## config.mk

```make
export PLATFORM = sky130hd
export DESIGN_NAME = bin_to_bcd_seq
export DESIGN_NICKNAME = d
export VERILOG_FILES = /design/src/rtl/bin_to_bcd_seq_pkg.sv /design/src/rtl/bin_to_bcd_seq_dig_adj.sv /design/src/rtl/bin_to_bcd_seq.sv
export SDC_FILE = /design/constraint.sdc
export NUM_CORES = 1
export LEC_CHECK = 0
export ABC_AREA = 1
export CAP_MARGIN = 0
export CORE_AREA = 2 2 55 83
export DETAILED_ROUTE_END_ITERATION = 10
export DIE_AREA = 0 0 57 85
export GPL_ROUTABILITY_DRIVEN = 0
export GPL_TIMING_DRIVEN = 0
export PLACE_DENSITY = 0.69
export SETUP_SLACK_MARGIN = 0.5
export SKIP_CTS_REPAIR_TIMING = 1
export SYNTH_ARGS = -nofsm -noshare
export SYNTH_HDL_FRONTEND = slang
export SYNTH_HIERARCHICAL = 1
export SYNTH_SLANG_ARGS = --single-unit
```

## constraint.sdc

```tcl
create_clock -name clk -period 1.2 [get_ports clk]
set_input_delay 0.12 -clock clk [delete_from_list [all_inputs] [get_ports clk]]
set_output_delay 0.12 -clock clk [all_outputs]
set_load 0.03 [all_outputs]
```

## src/rtl/bin_to_bcd_seq_pkg.sv

```systemverilog
// Shared definitions for the sequential binary-to-BCD converter.
package bin_to_bcd_seq_pkg;

  typedef enum logic [1:0] {
    StIdle  = 2'd0,
    StShift = 2'd1,
    StDone  = 2'd2
  } state_e;

  localparam int unsigned BcdDigW   = 4;
  localparam logic [3:0]  AddThresh = 4'd5;

  // Bit counter must be able to hold the value WIDTH.
  function automatic int unsigned cnt_width(input int unsigned width);
    return $clog2(width + 1);
  endfunction

endpackage

```

## src/rtl/bin_to_bcd_seq_dig_adj.sv

```systemverilog
// Double-dabble digit corrector: a digit of 5 or more gets +3 before the shift.
module bcd_dig_adj
  import bin_to_bcd_seq_pkg::*;
(
  input  logic [BcdDigW-1:0] dig_i,
  output logic [BcdDigW-1:0] dig_o
);

  // Add-3 correction so the following doubling carries correctly into the next digit.
  always_comb begin
    dig_o = dig_i;
    if (dig_i >= AddThresh) begin
      dig_o = dig_i + 4'd3;
    end
  end

endmodule

```

## src/rtl/bin_to_bcd_seq.sv

```systemverilog
// Sequential shift-and-add-3 binary-to-BCD converter with start/busy/done handshake.
// Optional macro BCD_OVF_DETECT_EN adds a sticky oOverflow flag for values that
// do not fit in DIGITS decimal digits.
module bin_to_bcd_seq
  import bin_to_bcd_seq_pkg::*;
#(
  parameter int unsigned WIDTH  = 8,
  parameter int unsigned DIGITS = 3
) (
  input  logic                    clk,
  input  logic                    rst,
  input  logic                    iStart,
  input  logic [WIDTH-1:0]        iBin,
  output logic                    oBusy,
  output logic                    oDone,
`ifdef BCD_OVF_DETECT_EN
  output logic                    oOverflow,
`endif
  output logic [4*DIGITS-1:0]     oBCD
);

  localparam int unsigned CntW = cnt_width(WIDTH);
  localparam int unsigned BcdW = BcdDigW * DIGITS;

  state_e            state_q, state_d;
  logic [WIDTH-1:0]  bin_q, bin_d;
  logic [BcdW-1:0]   work_q, work_d;
  logic [CntW-1:0]   cnt_q, cnt_d;
  logic [BcdW-1:0]   bcd_q, bcd_d;
  logic [BcdW-1:0]   work_adj;
  logic [BcdW-1:0]   work_shift;
  logic              last_shift;

  for (genvar g = 0; g < DIGITS; g++) begin : g_adj
    bcd_dig_adj u_adj (
      .dig_i (work_q[g*BcdDigW +: BcdDigW]),
      .dig_o (work_adj[g*BcdDigW +: BcdDigW])
    );
  end

  // Top bit of the adjusted work register falls off here; MSB of bin enters digit 0.
  assign work_shift = (work_adj << 1) | BcdW'(bin_q[WIDTH-1]);
  assign last_shift = (cnt_q == CntW'(WIDTH - 1));

  // Next-state and datapath: one bit shifted per SHIFT cycle.
  always_comb begin
    state_d = state_q;
    bin_d   = bin_q;
    work_d  = work_q;
    cnt_d   = cnt_q;
    bcd_d   = bcd_q;
    unique case (state_q)
      StIdle: begin
        if (iStart) begin
          bin_d   = iBin;
          work_d  = '0;
          cnt_d   = '0;
          state_d = StShift;
        end
      end
      StShift: begin
        bin_d  = bin_q << 1;
        work_d = work_shift;
        cnt_d  = cnt_q + 1'b1;
        if (last_shift) begin
          // Result register loads on the edge into DONE so it is valid with oDone.
          bcd_d   = work_shift;
          state_d = StDone;
        end
      end
      StDone: begin
        state_d = StIdle;
      end
      default: begin
        state_d = StIdle;
      end
    endcase
  end

  // State and datapath registers, synchronous reset.
  always_ff @(posedge clk) begin
    if (rst) begin
      state_q <= StIdle;
      bin_q   <= '0;
      work_q  <= '0;
      cnt_q   <= '0;
      bcd_q   <= '0;
    end else begin
      state_q <= state_d;
      bin_q   <= bin_d;
      work_q  <= work_d;
      cnt_q   <= cnt_d;
      bcd_q   <= bcd_d;
    end
  end

`ifdef BCD_OVF_DETECT_EN
  logic ovf_q, ovf_d;
  logic ovf_out_q, ovf_out_d;

  // Sticky loss flag: set whenever the adjusted top digit has its MSB set before a shift.
  always_comb begin
    ovf_d     = ovf_q;
    ovf_out_d = ovf_out_q;
    if (state_q == StIdle && iStart) begin
      ovf_d = 1'b0;
    end else if (state_q == StShift) begin
      ovf_d = ovf_q | work_adj[BcdW-1];
      if (last_shift) begin
        ovf_out_d = ovf_q | work_adj[BcdW-1];
      end
    end
  end

  // Overflow registers, updated alongside the result register.
  always_ff @(posedge clk) begin
    if (rst) begin
      ovf_q     <= 1'b0;
      ovf_out_q <= 1'b0;
    end else begin
      ovf_q     <= ovf_d;
      ovf_out_q <= ovf_out_d;
    end
  end

  assign oOverflow = ovf_out_q;
`endif

  assign oBusy = (state_q == StShift);
  assign oDone = (state_q == StDone);
  assign oBCD  = bcd_q;

endmodule
```

== Word-level counts from Yosys, hierarchy flattened ==
Cells that the tools add are included.

* Add/sub/neg operators: 4
* Order comparisons: 3
* Equality and inequality tests: 5
* Multiplexer cells: 12
* Bitwise logic cells: 1
* Reduce and logical (&&, ||, !) cells: 5

{| class="wikitable"
|+ Operators with widths
! kind !! number
|-
| $pmux 12 s2 || 1
|-
| $pmux 8 s2 || 1
|-
| $ge 4x3->1 const B || 3
|-
| $mux 12 || 1
|-
| $mux 4 || 3
|-
| $or 12x1->12 || 1
|-
| $add 4x2->4 const B || 2
|-
| $mux 8 || 1
|-
| $pmux 4 s2 || 1
|-
| $reduce_and 2->1 || 3
|-
| $add 4x1->4 const B || 1
|-
| $eq 4x3->1 const B || 1
|-
| $mux 2 || 2
|-
| $pmux 2 s2 || 1
|-
| $add 3x2->3 const B || 1
|-
| $mux 3 || 1
|-
| $eq 2x1->1 const B || 1
|-
| $eq 2x2->1 const B || 1
|-
| $logic_not 2->1 || 1
|-
| $ne 2x1->1 const B || 1
|-
| $ne 2x2->1 const B || 1
|-
| $reduce_bool 2->1 || 1
|}

* Flip-flop bits (word level): 38
* Bits of input ports: 11
* Logic and storage cells: 35

== Logic depth before layout (Yosys ltp) ==
* Depth in word-level cells: 4
* Gate-level depth with buffers: 9
* Depth with buffers taken out: 9

== By module ==
The synthesis kept the hierarchy.

{| class="wikitable"
|+ By module, submodules not included
! module !! instances !! cells each !! area an instance (µm²)
|-
| bin_to_bcd_seq || 1 || 206 || 1546.5
|-
| bcd_dig_adj || 3 || 23 || 135.1
|}

== Worst setup path after synthesis ==
No wires, ideal clock.

* Path kind: register to register
* Start point: register work_q[8]
* End point: register bcd_q[10], in the netlist oBCD[10]
* Data arrival time: 1176 ps
* Required time: 1129 ps
* Slack: -46 ps
* Stages on the path, launching flop included: 8
* Period minus slack after synthesis: 1246 ps
* Cell sequence: dfxtp_1 -> inv_1 -> ha_1 -> nor2_4 -> nor2_4 -> o21ai_2 -> nand3_1 -> a21oi_1

* Longest elaborated chain between the ends: 3
* Elaborated cells on any way between the ends: 4
* Classes of those cells: 1 x add/sub; 1 x order compare; 1 x mux; 1 x bitwise

{| class="wikitable"
|+ Ends and longest elaborated chain
! what !! RTL line !! source
|-
| from (decl) || bin_to_bcd_seq.sv:27 || <nowiki>logic [BcdW-1:0] work_q, work_d;</nowiki>
|-
| from (signal assigned) || bin_to_bcd_seq.sv:91 || <nowiki>work_q <= work_d;</nowiki>
|-
| $ge 4x3->1 or $add 3x2->3 (tied branches) || bin_to_bcd_seq_dig_adj.sv:12, bin_to_bcd_seq_dig_adj.sv:13 ||
|-
| $mux 3 * || bin_to_bcd_seq_dig_adj.sv:12 || <nowiki>if (dig_i >= AddThresh) begin</nowiki>
|-
| named net work_adj[9] || bin_to_bcd_seq.sv:30 || <nowiki>logic [BcdW-1:0] work_adj;</nowiki>
|-
| $or 12x1->12 * || bin_to_bcd_seq.sv:42 || <nowiki>assign work_shift = (work_adj << 1) | BcdW'(bin_q[WIDTH-1]);</nowiki>
|-
| to (signal assigned) || bin_to_bcd_seq.sv:87 || <nowiki>bcd_q <= '0;</nowiki>
|-
| to (signal assigned) || bin_to_bcd_seq.sv:93 || <nowiki>bcd_q <= bcd_d;</nowiki>
|-
| to (decl) || bin_to_bcd_seq.sv:29 || <nowiki>logic [BcdW-1:0] bcd_q, bcd_d;</nowiki>
|}

The timed path passes the listed nets; every way through them passes the cells marked *.
A chain may end at the register's enable or synchronous reset.

== Worst setup path in the final report ==
* Start point: register state_q[1]
* End point: output port oBusy

* Longest elaborated chain between the ends: 1

{| class="wikitable"
|+ Ends and longest elaborated chain
! what !! RTL line !! source
|-
| from (decl) || bin_to_bcd_seq.sv:25 || <nowiki>state_e state_q, state_d;</nowiki>
|-
| from (signal assigned) || bin_to_bcd_seq.sv:83 || <nowiki>state_q <= StIdle;</nowiki>
|-
| from (signal assigned) || bin_to_bcd_seq.sv:89 || <nowiki>state_q <= state_d;</nowiki>
|-
| $eq 2x1->1 || bin_to_bcd_seq.sv:129 || <nowiki>assign oBusy = (state_q == StShift);</nowiki>
|-
| to (decl) || bin_to_bcd_seq.sv:14 || <nowiki>output logic oBusy,</nowiki>
|}

No other way between the ends.

==> metrics.md <==
| Metric | Value |
|---|---|
| Core area | 0.00414 mm² |
| Port-buffer cells | 22 |
| Final antenna-violating net count | 0 |
| Clock period minus worst slack | 1.30 ns |
| DP HPWL | 3240 µm |
| Rel. slew slack | 62.4% |
| Final Setup Violations | 11 |
| Post-Route WL | 4910 µm |
| Vias/cell | 5.24 |
| TNS Setup | -0.445 ns |
| Rows | 29 |
| CTS Buffer Depth | 2 |
| Congestion Overflow GR | 0 |
| Die Width | 57 µm |
| CTS tree | yes |
| Design Power | 2560 µW |
| Die Height | 85 µm |
| Hold Crit Class | primary input to register |
| Status | complete, but fails checks |
| Syn nets | 288 |
| VDD IR max | 834 µV |
| Drt drc | 0 |
| Wire per inst | 13.4 µm |
| Max incr delay on CP | 0.37 ns |
| ANT cells | 0 |
| Die footprint | 0.00485 mm² |
| Final Worst Setup Slack | -0.0951 ns |
| CTS clk-pin slew, worst paths | 0.08 ns |
| Pleak | 0.00117 µW |
| Worst Path Max Fanout | 10 |
| Nets | 337 |
| Fmax | 772 MHz |
| Antenna violations before repair | 0 |
| DP Area | 0.00239 mm² |
| Pre-CTS setup slack | -0.460 ns |
| CTS H-tree lvls | 2 |
| Period utilization | 108% |
| Clock Skews | 0.0103 ns |
| DR iter-0 viols | 65 |
| Final instance area | 0.00291 mm² |
| RSZ-0062 raised after global routing | true |
| Power per Cell Area | 879 mW/mm² |
| Failing checks | negative setup slack |
| DR vias | 1918 |
| CP Capture Type | output pin |
| Most frequent CP cell | buf_8 |
| Most common cell after layout, fill and taps aside | nand2_1 |
| Mapped Area | 0.00193 mm² |
| Synth-to-Final Area Change | 51.2% |
| Syn_area_per_cell | 7.13 µm² |
| Slowest CP cell | dfxtp_4 |
| Worst Path Required | 1.08 ns |
| Hold Fails Final Rpt | 0 |
| Effective utilization at floorplan | 46.6% |
| Slew @ Worst Pin | 0.564 ns |
| Slew Viols, Final | 0 |
| Worst Path Arrival | 1.18 ns |
| CTS buffer count | 5 |
| WS Path Type | register to output pin |
| Io pins | 25 |
| TritonRoute pass-1 iters | 6 |
| First-pass GRT wire length | 7560 µm |
| Crit-path cells | nor2_4, buf_8, buf_8, buf_6 |
| Yosys warnings | 6 |
| Mapped Cells | 270 |
| Most frequent cells in the layout | nand2_1 (49), nand3_1 (33), dfxtp_1 (18), buf_4 (17), nor2_1 (17) |
| Total GRT Usage | 19.7% |
| Startpoint Class | register |
| Worst-Skew Late Latency | 0.29 ns |
| CTS root buffer | clkbuf_8 |
| Layout cells sized above 1 | 46.3% |
| Max-cap violations | 0 |
| TritonCTS sink count | 38 |
| Number of global-route vias before repair | 1650 |
| Largest net degree at the start of global routing | 12 |
-- layer usage --
layer  vias up  GRT usage, %  share of wire, %
met2        35          35.7                56
li1        979             -                 -
met3         6          4.12               2.8
met4         0          5.71               1.1
met1       898          22.7                40
met5         -             0                 0
-- metrics by stage --
stage                     hold WS (ns)  instances  utilization, %
final                            0.142        366            70.4
after global routing             0.149        366            70.4
after CTS                        0.122        346            60.0
after detailed placement         0.427        338            57.8
after global placement           0.437        338            57.8
after floorplan                  0.268        270               -
-- worst max-delay path, delay by kind of cell (launching register included) --
| family | cells | cell delay [ns] |
|---|---|---|
| AND/OR/NAND/NOR | 1 | 0.13 |
| flip-flops | 1 | 0.37 |
| buffers and inverters | 3 | 0.38 |
-- flip-flops by register name, summed over array words and instances, names as in the netlist --
signal,cells
oBCD,12
work_q,12
bin_q,8
cnt_q,4
state_q,2
-- layout make-up --
type / count / area [µm²]
Buffer: 13 / 114
Clock buffer: 7 / 86.3
Clock inverter: 1 / 5.00
Fill cell: 347 / 1220
Inverter: 24 / 113
Multi-Input combinational cell: 196 / 1300
Sequential cell: 38 / 806
Tap cell: 46 / 57.6
Timing Repair Buffer: 41 / 430
-- power breakdown --
group	total, µW	switching (µW)	internal (µW)
Clock	903	440	464
Sequential	1300	23.7	1270
Combinational	358	192	166
-- final timing paths --
| path | from | to | slack (ns) | cells after the start |
|---|---|---|---|---|
| min | rst | oBCD[0]$_SDFFE_PP0P_ | 0.14 | 2 |
| max reg2reg | work_q[5]$_SDFFE_PP0P_ | oBCD[6]$_SDFFE_PP0P_ | -0.07 | 9 |
| max | state_q[1]$_SDFFE_PP0P_ | oBusy | -0.1 | 4 |
| min reg2reg | cnt_q[0]$_SDFFE_PP0P_ | cnt_q[0]$_SDFFE_PP0P_ | 0.47 | 1 |
Note: power is estimated with default switching activity, not from simulation.
